**src/rtl/ibex_rf_write_arbiter_if.sv**
```systemverilog
// Write-port bundle between the EX/LSU issue side and the register-file write arbiter.
interface ibex_rf_write_arbiter_if #(
  parameter int DataWidth = 32
);
  logic                 ex_valid_i;
  logic                 ex_ready_o;
  logic [4:0]           ex_waddr_i;
  logic [DataWidth-1:0] ex_wdata_i;
  logic                 lsu_valid_i;
  logic [4:0]           lsu_waddr_i;
  logic [DataWidth-1:0] lsu_wdata_i;
  logic                 we_a_o;
  logic [4:0]           waddr_a_o;
  logic [DataWidth-1:0] wdata_a_o;
  logic [31:0]          busy_o;
  logic                 idle_o;

  modport slave (
    input  ex_valid_i, ex_waddr_i, ex_wdata_i,
    input  lsu_valid_i, lsu_waddr_i, lsu_wdata_i,
    output ex_ready_o, we_a_o, waddr_a_o, wdata_a_o, busy_o, idle_o
  );

  modport master (
    output ex_valid_i, ex_waddr_i, ex_wdata_i,
    output lsu_valid_i, lsu_waddr_i, lsu_wdata_i,
    input  ex_ready_o, we_a_o, waddr_a_o, wdata_a_o, busy_o, idle_o
  );
endinterface

```
**src/rtl/ibex_rf_write_arbiter.sv**
```systemverilog
// Merges LSU (unstalled, highest priority) and buffered EX results onto one registered RF write port.
// IBEX_RF_WRITE_BYPASS_EN lets an EX result skip the empty buffer straight into the output stage.
module ibex_rf_write_arbiter #(
  parameter int DataWidth = 32,
  parameter int Depth     = 2,
  parameter bit RV32E     = 1'b0
) (
  input logic                    clk_i,
  input logic                    rst_i,
  ibex_rf_write_arbiter_if.slave bus
);
  localparam int PtrW = (Depth > 1) ? $clog2(Depth) : 1;
  localparam int CntW = $clog2(Depth + 1);
  localparam logic [4:0] AddrMask = RV32E ? 5'h0F : 5'h1F;

  logic [PtrW-1:0]      wr_ptr, rd_ptr;
  logic [CntW-1:0]      count;
  logic [Depth-1:0]     buf_vld;
  logic [4:0]           buf_addr [Depth];
  logic [DataWidth-1:0] buf_data [Depth];

  logic                 we_q;
  logic [4:0]           waddr_q;
  logic [DataWidth-1:0] wdata_q;

  logic [4:0] ex_addr, lsu_addr;
  logic       ex_ready, ex_accept, buf_empty, bypass_take, push, pop;

  function automatic logic [PtrW-1:0] ptr_inc(input logic [PtrW-1:0] p);
    return (p == PtrW'(Depth - 1)) ? '0 : p + 1'b1;
  endfunction

  assign ex_addr   = bus.ex_waddr_i & AddrMask;
  assign lsu_addr  = bus.lsu_waddr_i & AddrMask;
  assign ex_ready  = count < CntW'(Depth);
  assign ex_accept = bus.ex_valid_i && ex_ready;
  assign buf_empty = (count == '0);

`ifdef IBEX_RF_WRITE_BYPASS_EN
  assign bypass_take = ex_accept && buf_empty && !bus.lsu_valid_i;
`else
  assign bypass_take = 1'b0;
`endif

  // x0 writes are acknowledged but never stored, so they can never reach the port.
  assign push = ex_accept && !bypass_take && (ex_addr != 5'd0);
  assign pop  = !bus.lsu_valid_i && !buf_empty;

  always_ff @(posedge clk_i) begin
    if (push) begin
      buf_addr[wr_ptr] <= ex_addr;
      buf_data[wr_ptr] <= bus.ex_wdata_i;
    end
  end

  always_ff @(posedge clk_i) begin
    if (rst_i) begin
      wr_ptr  <= '0;
      rd_ptr  <= '0;
      count   <= '0;
      buf_vld <= '0;
      we_q    <= 1'b0;
      waddr_q <= '0;
      wdata_q <= '0;
    end else begin
      if (push) begin
        buf_vld[wr_ptr] <= 1'b1;
        wr_ptr          <= ptr_inc(wr_ptr);
      end
      if (pop) begin
        buf_vld[rd_ptr] <= 1'b0;
        rd_ptr          <= ptr_inc(rd_ptr);
      end
      if (push && !pop) begin
        count <= count + 1'b1;
      end else if (pop && !push) begin
        count <= count - 1'b1;
      end

      if (bus.lsu_valid_i) begin
        we_q    <= (lsu_addr != 5'd0);
        waddr_q <= lsu_addr;
        wdata_q <= bus.lsu_wdata_i;
      end else if (pop) begin
        we_q    <= 1'b1;
        waddr_q <= buf_addr[rd_ptr];
        wdata_q <= buf_data[rd_ptr];
      end else if (bypass_take) begin
        we_q    <= (ex_addr != 5'd0);
        waddr_q <= ex_addr;
        wdata_q <= bus.ex_wdata_i;
      end else begin
        we_q <= 1'b0;
      end
    end
  end

  always_comb begin
    bus.busy_o = '0;
    for (int i = 0; i < Depth; i++) begin
      if (buf_vld[i]) bus.busy_o[buf_addr[i]] = 1'b1;
    end
    if (we_q) bus.busy_o[waddr_q] = 1'b1;
    bus.busy_o[0] = 1'b0;
  end

  assign bus.ex_ready_o = ex_ready;
  assign bus.we_a_o     = we_q;
  assign bus.waddr_a_o  = waddr_q;
  assign bus.wdata_a_o  = wdata_q;
  assign bus.idle_o     = buf_empty && !we_q;
endmodule

```
**src/flat_wrapper.sv**
```systemverilog
// flat-port wrapper written by rule: the top's interface ports become plain ports
module ibex_rf_write_arbiter_flat 
#(
  parameter int DataWidth = 32,
  parameter int Depth     = 2,
  parameter bit RV32E     = 1'b0
)
  (clk_i, rst_i, bus_ex_valid_i, bus_ex_waddr_i, bus_ex_wdata_i, bus_lsu_valid_i, bus_lsu_waddr_i, bus_lsu_wdata_i, bus_ex_ready_o, bus_we_a_o, bus_waddr_a_o, bus_wdata_a_o, bus_busy_o, bus_idle_o);
  ibex_rf_write_arbiter_if #(.DataWidth(DataWidth)) bus_i ();
  input logic clk_i;
  input logic rst_i;
  input wire logic [$bits(bus_i.ex_valid_i)-1:0] bus_ex_valid_i;
  input wire logic [$bits(bus_i.ex_waddr_i)-1:0] bus_ex_waddr_i;
  input wire logic [$bits(bus_i.ex_wdata_i)-1:0] bus_ex_wdata_i;
  input wire logic [$bits(bus_i.lsu_valid_i)-1:0] bus_lsu_valid_i;
  input wire logic [$bits(bus_i.lsu_waddr_i)-1:0] bus_lsu_waddr_i;
  input wire logic [$bits(bus_i.lsu_wdata_i)-1:0] bus_lsu_wdata_i;
  output wire logic [$bits(bus_i.ex_ready_o)-1:0] bus_ex_ready_o;
  output wire logic [$bits(bus_i.we_a_o)-1:0] bus_we_a_o;
  output wire logic [$bits(bus_i.waddr_a_o)-1:0] bus_waddr_a_o;
  output wire logic [$bits(bus_i.wdata_a_o)-1:0] bus_wdata_a_o;
  output wire logic [$bits(bus_i.busy_o)-1:0] bus_busy_o;
  output wire logic [$bits(bus_i.idle_o)-1:0] bus_idle_o;
  assign bus_i.ex_valid_i = bus_ex_valid_i;
  assign bus_i.ex_waddr_i = bus_ex_waddr_i;
  assign bus_i.ex_wdata_i = bus_ex_wdata_i;
  assign bus_i.lsu_valid_i = bus_lsu_valid_i;
  assign bus_i.lsu_waddr_i = bus_lsu_waddr_i;
  assign bus_i.lsu_wdata_i = bus_lsu_wdata_i;
  assign bus_ex_ready_o = bus_i.ex_ready_o;
  assign bus_we_a_o = bus_i.we_a_o;
  assign bus_waddr_a_o = bus_i.waddr_a_o;
  assign bus_wdata_a_o = bus_i.wdata_a_o;
  assign bus_busy_o = bus_i.busy_o;
  assign bus_idle_o = bus_i.idle_o;
  ibex_rf_write_arbiter #(.DataWidth(DataWidth), .Depth(Depth), .RV32E(RV32E)) u_core (.clk_i(clk_i), .rst_i(rst_i), .bus(bus_i));
endmodule
```
**config.mk**
```make
export PLATFORM = sky130hd
export DESIGN_NAME = ibex_rf_write_arbiter_flat
export DESIGN_NICKNAME = d
export VERILOG_FILES = /design/src/rtl/ibex_rf_write_arbiter_if.sv /design/src/rtl/ibex_rf_write_arbiter.sv /design/src/flat_wrapper.sv
export SDC_FILE = /design/constraint.sdc
export NUM_CORES = 1
export LEC_CHECK = 0
export ABC_AREA = 1
export BUFFER_PORTS_ARGS = -buffer_cell sky130_fd_sc_hd__buf_4
export CORE_MARGIN = 10
export CORE_UTILIZATION = 57
export DETAILED_ROUTE_END_ITERATION = 7
export PLACE_DENSITY_LB_ADDON = 0.15
export SLEW_MARGIN = 20
export SYNTH_ARGS = -nofsm -noshare
export SYNTH_HDL_FRONTEND = slang
export SYNTH_SLANG_ARGS = --single-unit
```
**constraint.sdc**
```tcl
create_clock -name clk_i -period 5.1 [get_ports clk_i]
set_input_delay 0.765 -clock clk_i [delete_from_list [all_inputs] [get_ports clk_i]]
set_output_delay 0.765 -clock clk_i [all_outputs]
set_load 0.02 [all_outputs]
```
# After elaboration in Yosys (flattened, before gate mapping)
# Memory sizes are Yosys's and may differ from the RTL's. A register that Yosys moved wholly into a read port is not among the register bits.
# Cells that the tools add are included.
# word_totals
reg_bits	44
latch_bits	0
ramBits	74
mem_bits_ro	0
input_bits	78
output_inout_bits	72
elab_cells	82
mem_count	2
# memory_table
memory	depth	word_bits	read_ports	rd_ports_with_merged_regs	wr	line_no	text
u_core.buf_data	2	32	1	1	1	ibex_rf_write_arbiter.sv:20	logic [DataWidth-1:0] buf_data [Depth];
u_core.buf_addr	2	5	3	1	1	ibex_rf_write_arbiter.sv:19	logic [4:0] buf_addr [Depth];
# op_classes
addsub	4
n_mul	0
div	0
n_lt_le_gt_ge	11
n_eq_ne	0
shift	0
muxes	32
n_bitwise	5
reduce_logical	21
# op_table
cell	n
$mux W32	5
$or A32 B32 Y32	2
$lt A5 B6 Y1 const B	3
$demux W1 S5	3
$ge A5 B1 Y1 const B	3
$mux W1	15
$logic_and A1 B1 Y1	11
$mux W2	5
$mux W5	2
$reduce_bool A5 Y1	2
$logic_not A1 Y1	5
$lt A1 B2 Y1 const B	2
$reduce_bool A2 Y1	2
$add A1 B1 Y1 const B	2
$add A2 B1 Y2 const B	1
$and A2 B2 Y2	1
$demux W1 S1	2
$ge A1 B1 Y1 const B	2
$logic_not A2 Y1	1
$lt A2 B2 Y1 const B	1
$not A2 Y2	1
$or A2 B2 Y2	1
$sub A2 B1 Y2 const B	1

# Longest topological paths before layout
# An unclocked memory read counts as a cell.
# logic_depth
depth_word	10
mapped_depth	11
depth_no_buf	11

# Worst setup path before layout
# OpenSTA, ideal clock, no wires.
# synth_path
path_kind	input port to flip-flop
from	in bus_ex_valid_i
to	mem u_core.buf_addr[1][0] (enable)
setup_time_ns	0.392
t_arrival_ns	1.839
required_ns	4.708
path_slack_ns	2.869
cell_stages	4
path_buffers	0
path_cell_list	inv_1 > nor2_1 > nand3_1 > inv_1
# synth_via
elab_chain_cells	4
# synth_rtl
element	line_no	text
start, declared	flat_wrapper.sv:12	input wire logic [$bits(bus_i.ex_valid_i)-1:0] bus_ex_valid_i;
$logic_and A1 B1 Y1	ibex_rf_write_arbiter.sv:36	assign ex_accept = bus.ex_valid_i && ex_ready;
$logic_and A1 B1 Y1	ibex_rf_write_arbiter.sv:46	assign push = ex_accept && !bypass_take && (ex_addr != 5'd0);
$mux W1	ibex_rf_write_arbiter.sv:50	if (push) begin
$mux W1 (not written as such)	ibex_rf_write_arbiter.sv:51	buf_addr[wr_ptr] <= ex_addr;
end, declared	ibex_rf_write_arbiter.sv:19	
# No other way between the ends.

==> impl_metrics.json <==
{
  "synth.yosys.seq_area_share_pct": 56.0,
  "initial_core_util_pct": 57.9,
  "cts_made_buffers": 17,
  "worst_setup_path_start_kind": "register",
  "die_area_um2": 14100,
  "placeableCoreArea_um2": 9640,
  "cp_required_ps": 4340,
  "max_cap_viol_count": 0,
  "timing_hold_violations_final": 0,
  "reg2reg_from": "u_core.count[1]",
  "number_of_antenna_violations_at_the_first_check_in_global_routing": 0,
  "chipHeight_um": 119,
  "detail_route.wl_per_cell_um": 17.3,
  "min_delay_worst_endpoint": "u_core.buf_data[0][27]",
  "pwr-share-clk_pct": 34.4,
  "classification_of_the_worst_setup_path": "register to output pin",
  "worst_clock_skew_ps": 6.94,
  "cp-end-kind": "output pin",
  "yosysUniqueCellTypes": 25,
  "die-width_um": 119,
  "design.final.nets": 862,
  "setup-tns-final_ps": 0,
  "post-route-period-util_pct": 57.3,
  "beginning_of_the_worst_hold_path": "bus_ex_wdata_i[27]",
  "num_rows": 36,
  "postSynthAreaPerCell_um2": 8.71,
  "number_of_warning_messages_in_the_yosys_log": 0,
  "detailroute.via_count": 5023,
  "seq_area_um2": 3120,
  "most_common_cell_after_layout_fill_and_taps_aside": "sky130_fd_sc_hd__nand2_1",
  "htreeDepth": 4,
  "cell_internal_pwr_mw": 2.27,
  "wire_length_of_the_first_global_routing_pass_um": 25400,
  "gp_congestion": 0.909,
  "number_of_enable_flip_flop_cells_after_synthesis": 74,
  "post_route_cells_drive_above_1_share_pct": 24.4,
  "total_switching_power_mw": 1.13,
  "post_synth_inst_count": 641,
  "cp_max_fo": 7,
  "grt_max_degree": 41,
  "clockBufferDepth": 2,
  "max_slew_margin_pct": 37.3,
  "worst_r2r_path_depth": 4,
  "setup_repair_after_global_routing_missed_its_margin": "false",
  "cts_tree": "yes",
  "synth-seq-cells": 119,
  "fill_cells": 713,
  "vdd_drop_max_v": 0.000330,
  "combinational_share_of_power_pct": 26.2,
  "postCtsResizedCells": 0,
  "power.sequential.fraction_pct": 39.4,
  "place_ws_ps": 2350,
  "async_s_r_ff_share_synth_pct": 0,
  "pwr_dens_nw_per_um2": 466,
  "portBuffers": 148,
  "finalWirelength_um": 16000,
  "vias_in_the_first_global_route": 5013,
  "finalMaxSlewViolations": 0,
  "setup_viol": 0,
  "drt_first_pass_iters": 5,
  "max_slew.worst_pin.slew_ps": 933,
  "number_of_hold_repair_buffers_added_at_the_cts_stage": 0,
  "worst_slack_ps": 2180,
  "syn_to_final_growth_pct": 31.0,
  "tritoncts_num_sinks": 119,
  "grt_util_all_layers_pct": 22.2,
  "worstHoldPathType": "input pin to register",
  "run_status": "finished, final reports clean",
  "overflow": 0,
  "worst-endpoint-arrival_ps": 2160,
  "boundaryPins": 150,
  "multiInputGateArea_um2": 2040,
  "drcViolationCount": 0,
  "ys.flop_type": "sky130_fd_sc_hd__edfxtp_1",
  "cell_area_after_synthesis_um2": 5580,
  "reg2reg_setup_slack_ps": 2940,
  "antenna_left": 0,
  "final_cell_mix": "sky130_fd_sc_hd__nand2_1, sky130_fd_sc_hd__buf_4, sky130_fd_sc_hd__edfxtp_1, sky130_fd_sc_hd__inv_1, sky130_fd_sc_hd__nand3_1",
  "power.share.switching_pct": 33.3,
  "worst_hold_path.num_cells": 1,
  "period_minus_slack_ps": 2920,
  "avgViaCountPerCell": 5.41,
  "post_layout_nonfiller_instances": 929,
  "postCtsSetupRepairBufs": 0,
  "dpl.hpwl_um": 11300,
  "total_leakage_power_nw": 3.26,
  "timing.fmax_mhz": 342,
  "initialDrtViolationCount": 433,
  "worst_skew_pair.late_latency_ps": 510,
  "n_antenna_cell": 0,
  "placed_cells_incl_taps": 897,
  "synthesis.nets": 720,
  "cts.root.buffer_cell": "sky130_fd_sc_hd__clkbuf_8",
  "critical_path.reg2reg.endpoint": "u_core.bus.wdata_a_o[15]",
  "cts.clk_slew.worst_paths_ps": 60
}
[critical path, cell delays in order (launching register included)]
cell,delay [ps]
sky130_fd_sc_hd__edfxtp_1,430
sky130_fd_sc_hd__nor3_1,780
sky130_fd_sc_hd__nand2_1,140
sky130_fd_sc_hd__nand3_1,150
sky130_fd_sc_hd__buf_4,150
[per-stage QoR]
| stage | total power [mW] | util [%] | cell area (um^2) | hold WS [ps] |
|---|---|---|---|---|
| 2_1_floorplan | 1.92 | - | 5580 | 464 |
| 3_3_place_gp | 2.22 | 69.7 | 6720 | 478 |
| 3_5_place_dp | 2.24 | 69.7 | 6720 | 500 |
| 4_1_cts | 3.41 | 75.9 | 7310 | 413 |
| 5_1_grt | 3.57 | 75.9 | 7310 | 411 |
| 6_report | 3.41 | 75.9 | 7310 | 434 |
[how the worst max path moves through the flow]
| stage | start | endpoint | slack (ps) |
|---|---|---|---|
| final | u_core.buf_addr[0][1] | bus_busy_o[4] | 2180 |
| after global routing | u_core.buf_addr[1][1] | bus_busy_o[12] | 2020 |
| after CTS | u_core.buf_addr[1][1] | bus_busy_o[28] | 2190 |
| after detailed placement | bus_lsu_valid_i | u_core.count[1] | 2350 |
| after global placement | bus_lsu_valid_i | u_core.count[1] | 2410 |
| after floorplan | bus_ex_valid_i | u_core.buf_addr[1][0] | 2870 |
[routing by layer]
metal | vias up | track usage [%] | routed length (um) | share of wire, %
li1 | 2438 | - | - | -
met1 | 2298 | 26.6 | 6650 | 41
met2 | 263 | 36.1 | 7700 | 48
met3 | 24 | 7.04 | 1400 | 8.7
met4 | 0 | 9.54 | 299 | 1.9
met5 | - | 0 | 0 | 0
[power groups by stage]
stage | clock (mW) | sequential, mW | combinational [mW]
after CTS | 1.18 | 1.34 | 0.894
after floorplan | 0 | 1.40 | 0.515
after global routing | 1.22 | 1.36 | 0.985
final | 1.17 | 1.34 | 0.893
after global placement | 0 | 1.35 | 0.866
after detailed placement | 0 | 1.36 | 0.884
[synth_stat cells, types with 2 or more instances]
master,number,area [um^2]
sky130_fd_sc_hd__nand2_1,190,713
sky130_fd_sc_hd__edfxtp_1,74,2220
sky130_fd_sc_hd__inv_1,66,248
sky130_fd_sc_hd__nand3_1,62,310
sky130_fd_sc_hd__dfxtp_1,45,901
sky130_fd_sc_hd__o21ai_0,38,190
sky130_fd_sc_hd__a21oi_1,36,180
sky130_fd_sc_hd__nor3_1,27,135
sky130_fd_sc_hd__nor2_1,26,97.6
sky130_fd_sc_hd__mux2i_1,17,170
sky130_fd_sc_hd__o211ai_1,17,128
sky130_fd_sc_hd__buf_2,10,50.1
sky130_fd_sc_hd__buf_4,7,52.6
sky130_fd_sc_hd__clkbuf_1,6,22.5
sky130_fd_sc_hd__nor3_2,6,60.1
sky130_fd_sc_hd__buf_6,3,33.8
sky130_fd_sc_hd__inv_2,2,7.51
sky130_fd_sc_hd__o21ai_1,2,10.0
[sequential cells by signal (all words and copies together), names as in the netlist, named ones only]
| signal | count |
|---|---|
| u_core.bus.waddr_a_o | 5 |
| u_core.bus.we_a_o | 1 |
| u_core.buf_vld | 2 |
| u_core.bus.wdata_a_o | 32 |
| u_core.wr_ptr | 1 |
| u_core.buf_data | 64 |
| u_core.rd_ptr | 1 |
| u_core.buf_addr | 10 |
| u_core.count | 2 |
[area by class of cell]
type	instances	share of cell area, %
Clock inverter	14	2.43
Multi-Input combinational cell	426	27.9
Inverter	68	3.49
Sequential cell	119	42.7
Clock buffer	18	5.72
Timing Repair Buffer	151	15.5
Tap cell	133	2.28
[logic make-up after synthesis]
family	Yosys count	synth area share [%]
AO/OA/AOI/OAI	94	9.22
adder cells (fa/ha/maj)	1	0.224
buffers and inverters	96	7.58
flip-flops	119	56.0
multiplexers	17	3.05
other	1	0.0672
AND/OR/NAND/NOR	313	23.9
Power figures use the tool's default switching activity.
